[src/rtl/uart_pkg.sv]
// Shared constants for the word-assembling UART receiver.
// FSM state encodings and byte geometry.
package uart_pkg;
   localparam int BYTE_W    = 8;
   localparam int DATA_BITS = 8;

   localparam logic [2:0] S_IDLE   = 3'd0;
   localparam logic [2:0] S_START  = 3'd1;
   localparam logic [2:0] S_DATA   = 3'd2;
   localparam logic [2:0] S_PARITY = 3'd3;
   localparam logic [2:0] S_STOP   = 3'd4;
endpackage

[src/rtl/uart_bit_timer.sv]
// Bit-period down-counter for the UART receiver.
// Loads a half or full bit period; tick_o is high once the count runs out.
module uart_bit_timer #(
   parameter int CLKS_PER_BIT = 434
) (
   input  logic clock,
   input  logic reset,
   input  logic load_i,
   input  logic half_i,
   output logic tick_o
);
   localparam int CW = $clog2(CLKS_PER_BIT);

   logic [CW-1:0] cnt_q;

   always_ff @(posedge clock) begin
      if (reset) begin
         cnt_q <= '0;
      end else if (load_i) begin
         cnt_q <= half_i ? CW'(CLKS_PER_BIT / 2 - 1) : CW'(CLKS_PER_BIT - 1);
      end else if (cnt_q != '0) begin
         cnt_q <= cnt_q - CW'(1);
      end
   end

   assign tick_o = (cnt_q == '0);
endmodule

[src/rtl/uart_rx_word.sv]
// UART receiver packing bytes little-endian into LENGTH-bit words.
// Define UART_PARITY_EN for 8E1 frames with parity checking (8N1 otherwise).
module uart_rx_word
   import uart_pkg::*;
#(
   parameter int LENGTH       = 32,
   parameter int CLKS_PER_BIT = 434
) (
   input  logic              clock,
   input  logic              reset,
   input  logic              rx_in,
   output logic [7:0]        rx_byte,
   output logic              UART_Done,
   output logic [LENGTH-1:0] word_out,
   output logic              word_valid,
   output logic              frame_err,
   output logic              parity_err
);
   localparam int NB = LENGTH / BYTE_W;
   localparam int KW = (NB > 1) ? $clog2(NB) : 1;

   logic              sync1_q, rx_s_q;
   logic [2:0]        state_q, state_d;
   logic [2:0]        bit_cnt_q, bit_cnt_d;
   logic [7:0]        shift_q, shift_d;
   logic [KW-1:0]     byte_cnt_q, byte_cnt_d;
   logic [LENGTH-1:0] word_q, word_d;
   logic [LENGTH-1:0] word_out_q, word_out_d;
   logic [LENGTH-1:0] word_tmp;
   logic [7:0]        rx_byte_q, rx_byte_d;
   logic              done_q, done_d;
   logic              wv_q, wv_d;
   logic              ferr_q, ferr_d;
   logic              tmr_load, tmr_half, tmr_tick;
`ifdef UART_PARITY_EN
   logic              par_bad_q, par_bad_d;
   logic              perr_q, perr_d;
`endif

   uart_bit_timer #(
      .CLKS_PER_BIT(CLKS_PER_BIT)
   ) u_timer (
      .clock  (clock),
      .reset  (reset),
      .load_i (tmr_load),
      .half_i (tmr_half),
      .tick_o (tmr_tick)
   );

   always_comb begin
      state_d    = state_q;
      bit_cnt_d  = bit_cnt_q;
      shift_d    = shift_q;
      byte_cnt_d = byte_cnt_q;
      word_d     = word_q;
      word_out_d = word_out_q;
      rx_byte_d  = rx_byte_q;
      done_d     = 1'b0;
      wv_d       = 1'b0;
      ferr_d     = 1'b0;
      tmr_load   = 1'b0;
      tmr_half   = 1'b0;
`ifdef UART_PARITY_EN
      par_bad_d  = par_bad_q;
      perr_d     = 1'b0;
`endif
      word_tmp = word_q;
      word_tmp[{byte_cnt_q, 3'b000} +: BYTE_W] = shift_q;
      unique case (state_q)
         S_IDLE: begin
            if (!rx_s_q) begin
               state_d  = S_START;
               tmr_load = 1'b1;
               tmr_half = 1'b1;
            end
         end
         S_START: begin
            if (tmr_tick) begin
               if (rx_s_q) begin
                  state_d = S_IDLE;
               end else begin
                  state_d   = S_DATA;
                  tmr_load  = 1'b1;
                  bit_cnt_d = '0;
               end
            end
         end
         S_DATA: begin
            if (tmr_tick) begin
               shift_d   = {rx_s_q, shift_q[7:1]};
               tmr_load  = 1'b1;
               bit_cnt_d = bit_cnt_q + 3'd1;
               if (bit_cnt_q == 3'(DATA_BITS - 1)) begin
`ifdef UART_PARITY_EN
                  state_d = S_PARITY;
`else
                  state_d = S_STOP;
`endif
               end
            end
         end
`ifdef UART_PARITY_EN
         S_PARITY: begin
            if (tmr_tick) begin
               par_bad_d = rx_s_q ^ (^shift_q);
               tmr_load  = 1'b1;
               state_d   = S_STOP;
            end
         end
`endif
         S_STOP: begin
            if (tmr_tick) begin
               state_d = S_IDLE;
               if (!rx_s_q) begin
                  ferr_d = 1'b1;
               end
`ifdef UART_PARITY_EN
               else if (par_bad_q) begin
                  perr_d = 1'b1;
               end
`endif
               else begin
                  rx_byte_d = shift_q;
                  done_d    = 1'b1;
                  // last slot: publish the word and restart at byte 0
                  if (byte_cnt_q == KW'(NB - 1)) begin
                     word_out_d = word_tmp;
                     wv_d       = 1'b1;
                     byte_cnt_d = '0;
                     word_d     = '0;
                  end else begin
                     word_d     = word_tmp;
                     byte_cnt_d = byte_cnt_q + KW'(1);
                  end
               end
            end
         end
         default: state_d = S_IDLE;
      endcase
   end

   always_ff @(posedge clock) begin
      if (reset) begin
         sync1_q    <= 1'b1;
         rx_s_q     <= 1'b1;
         state_q    <= S_IDLE;
         bit_cnt_q  <= '0;
         shift_q    <= '0;
         byte_cnt_q <= '0;
         word_q     <= '0;
         word_out_q <= '0;
         rx_byte_q  <= '0;
         done_q     <= 1'b0;
         wv_q       <= 1'b0;
         ferr_q     <= 1'b0;
`ifdef UART_PARITY_EN
         par_bad_q  <= 1'b0;
         perr_q     <= 1'b0;
`endif
      end else begin
         sync1_q    <= rx_in;
         rx_s_q     <= sync1_q;
         state_q    <= state_d;
         bit_cnt_q  <= bit_cnt_d;
         shift_q    <= shift_d;
         byte_cnt_q <= byte_cnt_d;
         word_q     <= word_d;
         word_out_q <= word_out_d;
         rx_byte_q  <= rx_byte_d;
         done_q     <= done_d;
         wv_q       <= wv_d;
         ferr_q     <= ferr_d;
`ifdef UART_PARITY_EN
         par_bad_q  <= par_bad_d;
         perr_q     <= perr_d;
`endif
      end
   end

   assign rx_byte    = rx_byte_q;
   assign UART_Done  = done_q;
   assign word_out   = word_out_q;
   assign word_valid = wv_q;
   assign frame_err  = ferr_q;
`ifdef UART_PARITY_EN
   assign parity_err = perr_q;
`else
   assign parity_err = 1'b0;
`endif
endmodule

[config.mk]
export PLATFORM = sky130hd
export DESIGN_NAME = uart_rx_word
export DESIGN_NICKNAME = d
export VERILOG_FILES = /design/src/rtl/uart_pkg.sv /design/src/rtl/uart_bit_timer.sv /design/src/rtl/uart_rx_word.sv
export SDC_FILE = /design/constraint.sdc
export NUM_CORES = 1
export LEC_CHECK = 0
export ABC_CLOCK_PERIOD_IN_PS = 2900
export BUFFER_PORTS_ARGS = -buffer_cell sky130_fd_sc_hd__buf_4
export CELL_PAD_IN_SITES_DETAIL_PLACEMENT = 1
export CELL_PAD_IN_SITES_GLOBAL_PLACEMENT = 2
export CORE_ASPECT_RATIO = 0.9
export CORE_UTILIZATION = 40
export CTS_BUF_LIST = sky130_fd_sc_hd__clkbuf_8
export CTS_CLUSTER_SIZE = 40
export DETAILED_ROUTE_END_ITERATION = 16
export GPL_TIMING_DRIVEN = 0
export PLACE_DENSITY = 0.92
export SKIP_CTS_REPAIR_TIMING = 1
export SYNTH_ARGS = -nofsm -noshare
export SYNTH_HDL_FRONTEND = slang
export SYNTH_SLANG_ARGS = --single-unit
export TNS_END_PERCENT = 5
[constraint.sdc]
create_clock -name clock -period 2.9 [get_ports clock]
set_input_delay 0.58 -clock clock [delete_from_list [all_inputs] [get_ports clock]]
set_output_delay 0.58 -clock clock [all_outputs]
set_load 0.02 [all_outputs]
# == Word level (Yosys, flattened, before mapping) ==
# Index checks and enable logic that the tools add are counted.
# classes
eq_ne,11
muxes,24
reduce_logical,13
shifts,2
n_addsub,4
bitwise,3
# op_table
cell,n
$bwmux W32,1
$mux W32,1
$shift A8 B7 Y32 const A,1
$shiftx A8 B7 Y32,1
$mux W9,3
$mux W3,8
$ne A2 B2 Y1 const B,6
$pmux W3 S4,1
$logic_not A9 Y1,1
$reduce_bool A9 Y1,1
$sub A9 B1 Y9 const B,1
$reduce_and A4 Y1,2
$neg A5 Y7,1
$eq A3 B3 Y1 const B,2
$mux W1,6
$pmux W3 S2,1
$reduce_and A5 Y1,1
$mux W2,2
$reduce_bool A2 Y1,2
$reduce_or A4 Y1,1
$add A3 B1 Y3 const B,1
$eq A3 B1 Y1 const B,1
$eq A3 B2 Y1 const B,1
$logic_not A3 Y1,1
other kinds (8),10
# totals
reg_bits,102
in_bits,3

# == Longest topological paths before layout ==
# logic_depth
word_depth,4
mapped_depth,9

# == Modules after synthesis ==
# From an unflattened synthesis, not the netlist that was laid out.
# unflattened
hier_cells,457
hier_area_um2,4182.8
# modules_own_cells
mod,n_inst,cells_each,area_each_um2
uart_rx_word,1,407,3728.6
uart_bit_timer,1,50,454.2

# == Worst setup path after synthesis ==
# OpenSTA, ideal clock, no wires.
# synth_timing
kind,flip-flop to flip-flop
start,register byte_cnt_q[0]
end,"register word_out_q[24], in the netlist word_out[24]"
arrival_ns,1.822
n_path_buf,0
setup_ns,0.091
path_stages_with_launch,6
setup_slack_ns,0.987
t_required_ns,2.809
path_cell_list,dfxtp_1 inv_1 ha_1 nor4b_2 a21oi_1 a311oi_1
# synth_between
elab_chain_cells,3
word_cells_on_any_way,6
# synth_lines
element,line,text
from (decl),uart_rx_word.sv:26,"logic [KW-1:0] byte_cnt_q, byte_cnt_d;"
from (signal assigned),uart_rx_word.sv:166,byte_cnt_q <= byte_cnt_d;
$neg A5 Y7,uart_rx_word.sv:68,"word_tmp[{byte_cnt_q, 3'b000} +: BYTE_W] = shift_q;"
$shiftx A8 B7 Y32 or $shift A8 B7 Y32 (tied branches),uart_rx_word.sv:68,
$bwmux W32,uart_rx_word.sv:68,
to (signal assigned),uart_rx_word.sv:168,word_out_q <= word_out_d;
to (decl),uart_rx_word.sv:28,"logic [LENGTH-1:0] word_out_q, word_out_d;"
# Parallel ways exist; a longest one is shown, timed or not.
# A chain may end at the register's enable or synchronous reset.

# == Worst setup path after layout ==
# layout_timing
start,register byte_cnt_q[0]
end,"register word_out_q[28], in the netlist word_out[28]"
# Same word-level chain as after synthesis.

==> impl_metrics.csv <==
group,metric,value,unit
run_status,status,"finished with violations",
run_status,violations,"DRC",
synthesis,post_synth_most_frequent_cells,"102 x sky130_fd_sc_hd__dfxtp_1, 74 x sky130_fd_sc_hd__nand2_1, 68 x sky130_fd_sc_hd__a21oi_1, 27 x sky130_fd_sc_hd__clkbuf_1, 21 x sky130_fd_sc_hd__inv_1",
critical_path,timing.critical_path.required,3.19,ns
detailed_routing,dr_total_vias,3782,
global_route,wire_length_of_the_first_global_routing_pass,18800,um
finish,area_growth_syn_to_layout,16.1,%
power_and_ir_drop,p_int,2070,uW
synthesis,synth.avg_cell_area,8.78,um^2
global_route,globalRouteTotalUtil,21.6,%
detailed_routing,drt_iter0_markers,182,
critical_path,critical_path_class,"flop to flop",
power_and_ir_drop,switching_power,853,uW
power_and_ir_drop,pwr_density_cell,586,mW/mm^2
synthesis,netlist-cell-type-count,53,
critical_path,kind_of_cell_adding_the_most_delay_to_the_critical_path,"simple AND/OR/NAND/NOR gates",
timing,drv_slew,0,
timing,rsz0062_at_grt,"no",
detailed_routing,met2_length,5540,um
timing,max_slew_margin,46.2,%
critical_path,worst-endpoint-arrival,2.72,ns
synthesis,synthesis.area,0.00430,mm^2
detailed_routing,detail_route.vias_per_cell,5.58,
critical_path,critical-path-slowest-cell,"sky130_fd_sc_hd__nor4b_2",
detailed_routing,detail_route.wirelength,11700,um
timing,worst-slew-pin-transition,0.796,ns
timing,finalCriticalPeriod,2.43,ns
critical_path,worst-r2r-cell-count,5,
detailed_routing,detailedRoute.firstPassIterationCount,10,
clock_network,clock_slew_seen_by_the_registers_of_the_worst_setup_and_hold_paths,0.09,ns
finish,final_core_utilization,48.3,%
job,cap_viol_max_count,0,
finish,layout-drive-gt1-share,15.5,%
synthesis,synth.yosys.seq_area_share,47.5,%
detailed_routing,post-route-drc-count,8,
detailed_routing,highest-signal-layer,"met4",
die,die_w,111,um
clock_network,cts.path.max_buffers,2,
die,floorplan_core_area,0.0103,mm^2
finish,num-fill-cells,1240,
die,chipHeight,100,um
critical_path,critical_path_cell_count,5,
critical_path,cp_num_buf_inv,1,
synthesis,synth_edf_count,0,
global_route,grt_antenna_before_repair,0,
synthesis,yosys_warnings,0,
die,placementRows,35,
timing,fin_tns_setup,0,ns
detailed_routing,antenna_left,0,
global_route,grt_pass1_vias,3723,
synthesis,instance_count_of_the_mapped_netlist,490,
power_and_ir_drop,leakage,0.00181,uW
clock_network,worstSkewPairLatency,0.38,ns
timing,layout_worst_path_cycle_share,83.7,%
finish,number_of_nets_in_the_layout,557,
detailed_routing,wirelength_met1,5550,um
placement,hpwl,8310,um
synthesis,most_frequently_used_cell_type_in_the_post_synthesis_netlist,"sky130_fd_sc_hd__dfxtp_1",
clock_network,cts.root.buffer_cell,"sky130_fd_sc_hd__clkbuf_8",
placement,finalWeightedCongestion,0.761,
die,die_area,0.0112,mm^2
critical_path,cp_cell_sequence,"inv_1, ha_1, nor4b_2, a21oi_1, a311oi_1",
detailed_routing,met3RoutedLength,417,um
global_route,pin_count_of_the_biggest_net_entering_global_routing,16,
timing,clock_skew,0.00754,ns
critical_path,worst_path_largest_cell_delay,0.74,ns
clock_network,tritoncts_clock_tree,"yes",
critical_path,timing.critical_path.to_type,"flop",
power_and_ir_drop,vdd_drop_max,0.271,mV
placement,placement.io_buffers,44,
synthesis,synth.net_count,502,
clock_network,clock_sink_count,102,
detailed_routing,route.detailed.wl_per_inst,17.2,um
power_and_ir_drop,p_seq_share,52.5,%
critical_path,critPathMaxFanout,9,
power_and_ir_drop,clkPwrFrac,31.2,%
synthesis,asyncSetResetFlopFracSynth,0,%
synthesis,yosys_register_bits,102,
hold_path,hold_path_cells,2,
synthesis,synth.top_cell.area_share,47.5,%
clock_network,numCtsBuffers,9,
die,starting_density,41.6,%
clock_network,clock_tree.htree_level_count,3,
hold_path,timing.hold.worst.class,"input pin to flop",
global_route,total_gr_overflow,0,
power_and_ir_drop,power.share.combinational,16.3,%
synthesis,synth_flop_cell,"sky130_fd_sc_hd__dfxtp_1",
synthesis,largest_area_contributor_in_the_synthesized_netlist,"sky130_fd_sc_hd__dfxtp_1",
timing,report.final.setup_viol,0,
timing,timing_hold_violations_final,0,
finish,insertedDiodeCount,0,
power_and_ir_drop,switching_fraction,29.2,%
critical_path,nature_of_the_critical_path_startpoint,"flop",
timing,fmax,0.412,GHz
synthesis,synth.top_cells.by_area,"sky130_fd_sc_hd__dfxtp_1 47%, sky130_fd_sc_hd__a21oi_1 7.9%, sky130_fd_sc_hd__nand2_1 6.5%",
die,io-pin-count,47,
-- worst register-to-register path, cell delays in order, from the launching register on --
cell,delay [ns]
sky130_fd_sc_hd__dfxtp_1,0.52
sky130_fd_sc_hd__inv_1,0.17
sky130_fd_sc_hd__ha_1,0.40
sky130_fd_sc_hd__nor4b_2,0.74
sky130_fd_sc_hd__a21oi_1,0.23
sky130_fd_sc_hd__a311oi_1,0.29
-- kinds of logic after synthesis --
logic type / share of synthesized area [%]
compound gates: 21.6
xor+xnor: 0.407
fa+ha+maj: 2.62
buf+inv: 6.31
flops: 47.5
mux: 2.09
other cells: 0.0872
simple gates: 19.4
-- worst paths after layout --
check,startpoint,to,slack [ns]
setup reg to reg,byte_cnt_q[0]$_SDFFE_PP0P_,word_out[28]$_SDFFE_PP0P_,0.47
setup / recovery,byte_cnt_q[0]$_SDFFE_PP0P_,word_out[28]$_SDFFE_PP0P_,0.47
hold reg to reg,sync1_q$_SDFF_PP1_,rx_s_q$_SDFF_PP1_,0.42
hold / removal,rx_in,sync1_q$_SDFF_PP1_,0.39
-- metal layers --
| metal | track usage [%] | up-vias |
|---|---|---|
| met3 | 4.17 | 16 |
| met5 | 0 | - |
| met4 | 7.48 | 0 |
| met2 | 36.2 | 65 |
| li1 | - | 1828 |
| met1 | 28.0 | 1873 |
-- power groups by stage --
stage               logic [uW]  clock network, uW  registers [uW]
detailed placement         473                  0            1570
global route               530                990            1550
floorplan                  369                  0            1540
CTS                        480                940            1530
global placement           452                  0            1560
finish                     476                913            1530
-- final cells by class --
cell class / count / area (um^2) / area share (%)
well taps: 129 / 161 / 3.23
clock inverters: 4 / 47.5 / 0.953
flip-flops and latches: 102 / 2040 / 40.9
clock buffers: 11 / 151 / 3.03
multi-input cells: 326 / 1990 / 39.8
repair buffers: 44 / 330 / 6.62
inverters: 21 / 78.8 / 1.58
plain buffers: 41 / 193 / 3.86
-- flip-flops by register name, indices dropped and copies added, names as in the netlist --
register	cells
word_out	32
word_q	32
u_timer.cnt_q	9
rx_byte	8
shift_q	8
bit_cnt_q	3
state_q	3
byte_cnt_q	2
UART_Done	1
frame_err	1
rx_s_q	1
sync1_q	1
word_valid	1
-- per-stage QoR --
| step | total power [uW] | cells | hold WS (ns) | setup WS, ns | cell area [um^2] |
|---|---|---|---|---|---|
| finish | 2920 | 678 | 0.386 | 0.473 | 4990 |
| global route | 3070 | 678 | 0.368 | 0.288 | 4990 |
| CTS | 2950 | 678 | 0.366 | 0.479 | 4990 |
| detailed placement | 2040 | 663 | 0.404 | 0.514 | 4790 |
| global placement | 2010 | 663 | 0.398 | 0.534 | 4790 |
| floorplan | 1910 | 490 | 0.389 | 0.987 | 4300 |
-- placed cells by master, fill, tap and decap left out, drive strengths merged, types with 2 or more instances in the layout --
master,instances
dfxtp,102
nand2,74
a21oi,68
buf,57
clkbuf,39
inv,22
nor2,20
a22o,20
o21ai,20
nor2b,19
a311oi,18
mux2i,9
ha,9
o22ai,8
or2,8
nor4,5
a22oi,4
nor3,4
and4,3
nand2b,3
a211oi,3
nand4,3
nor4b,3
and4b,2
nand3,2
or3,2
xnor2,2
o31ai,2
nor3b,2
clkinv,2
Note: power is estimated with default switching activity, not from simulation.
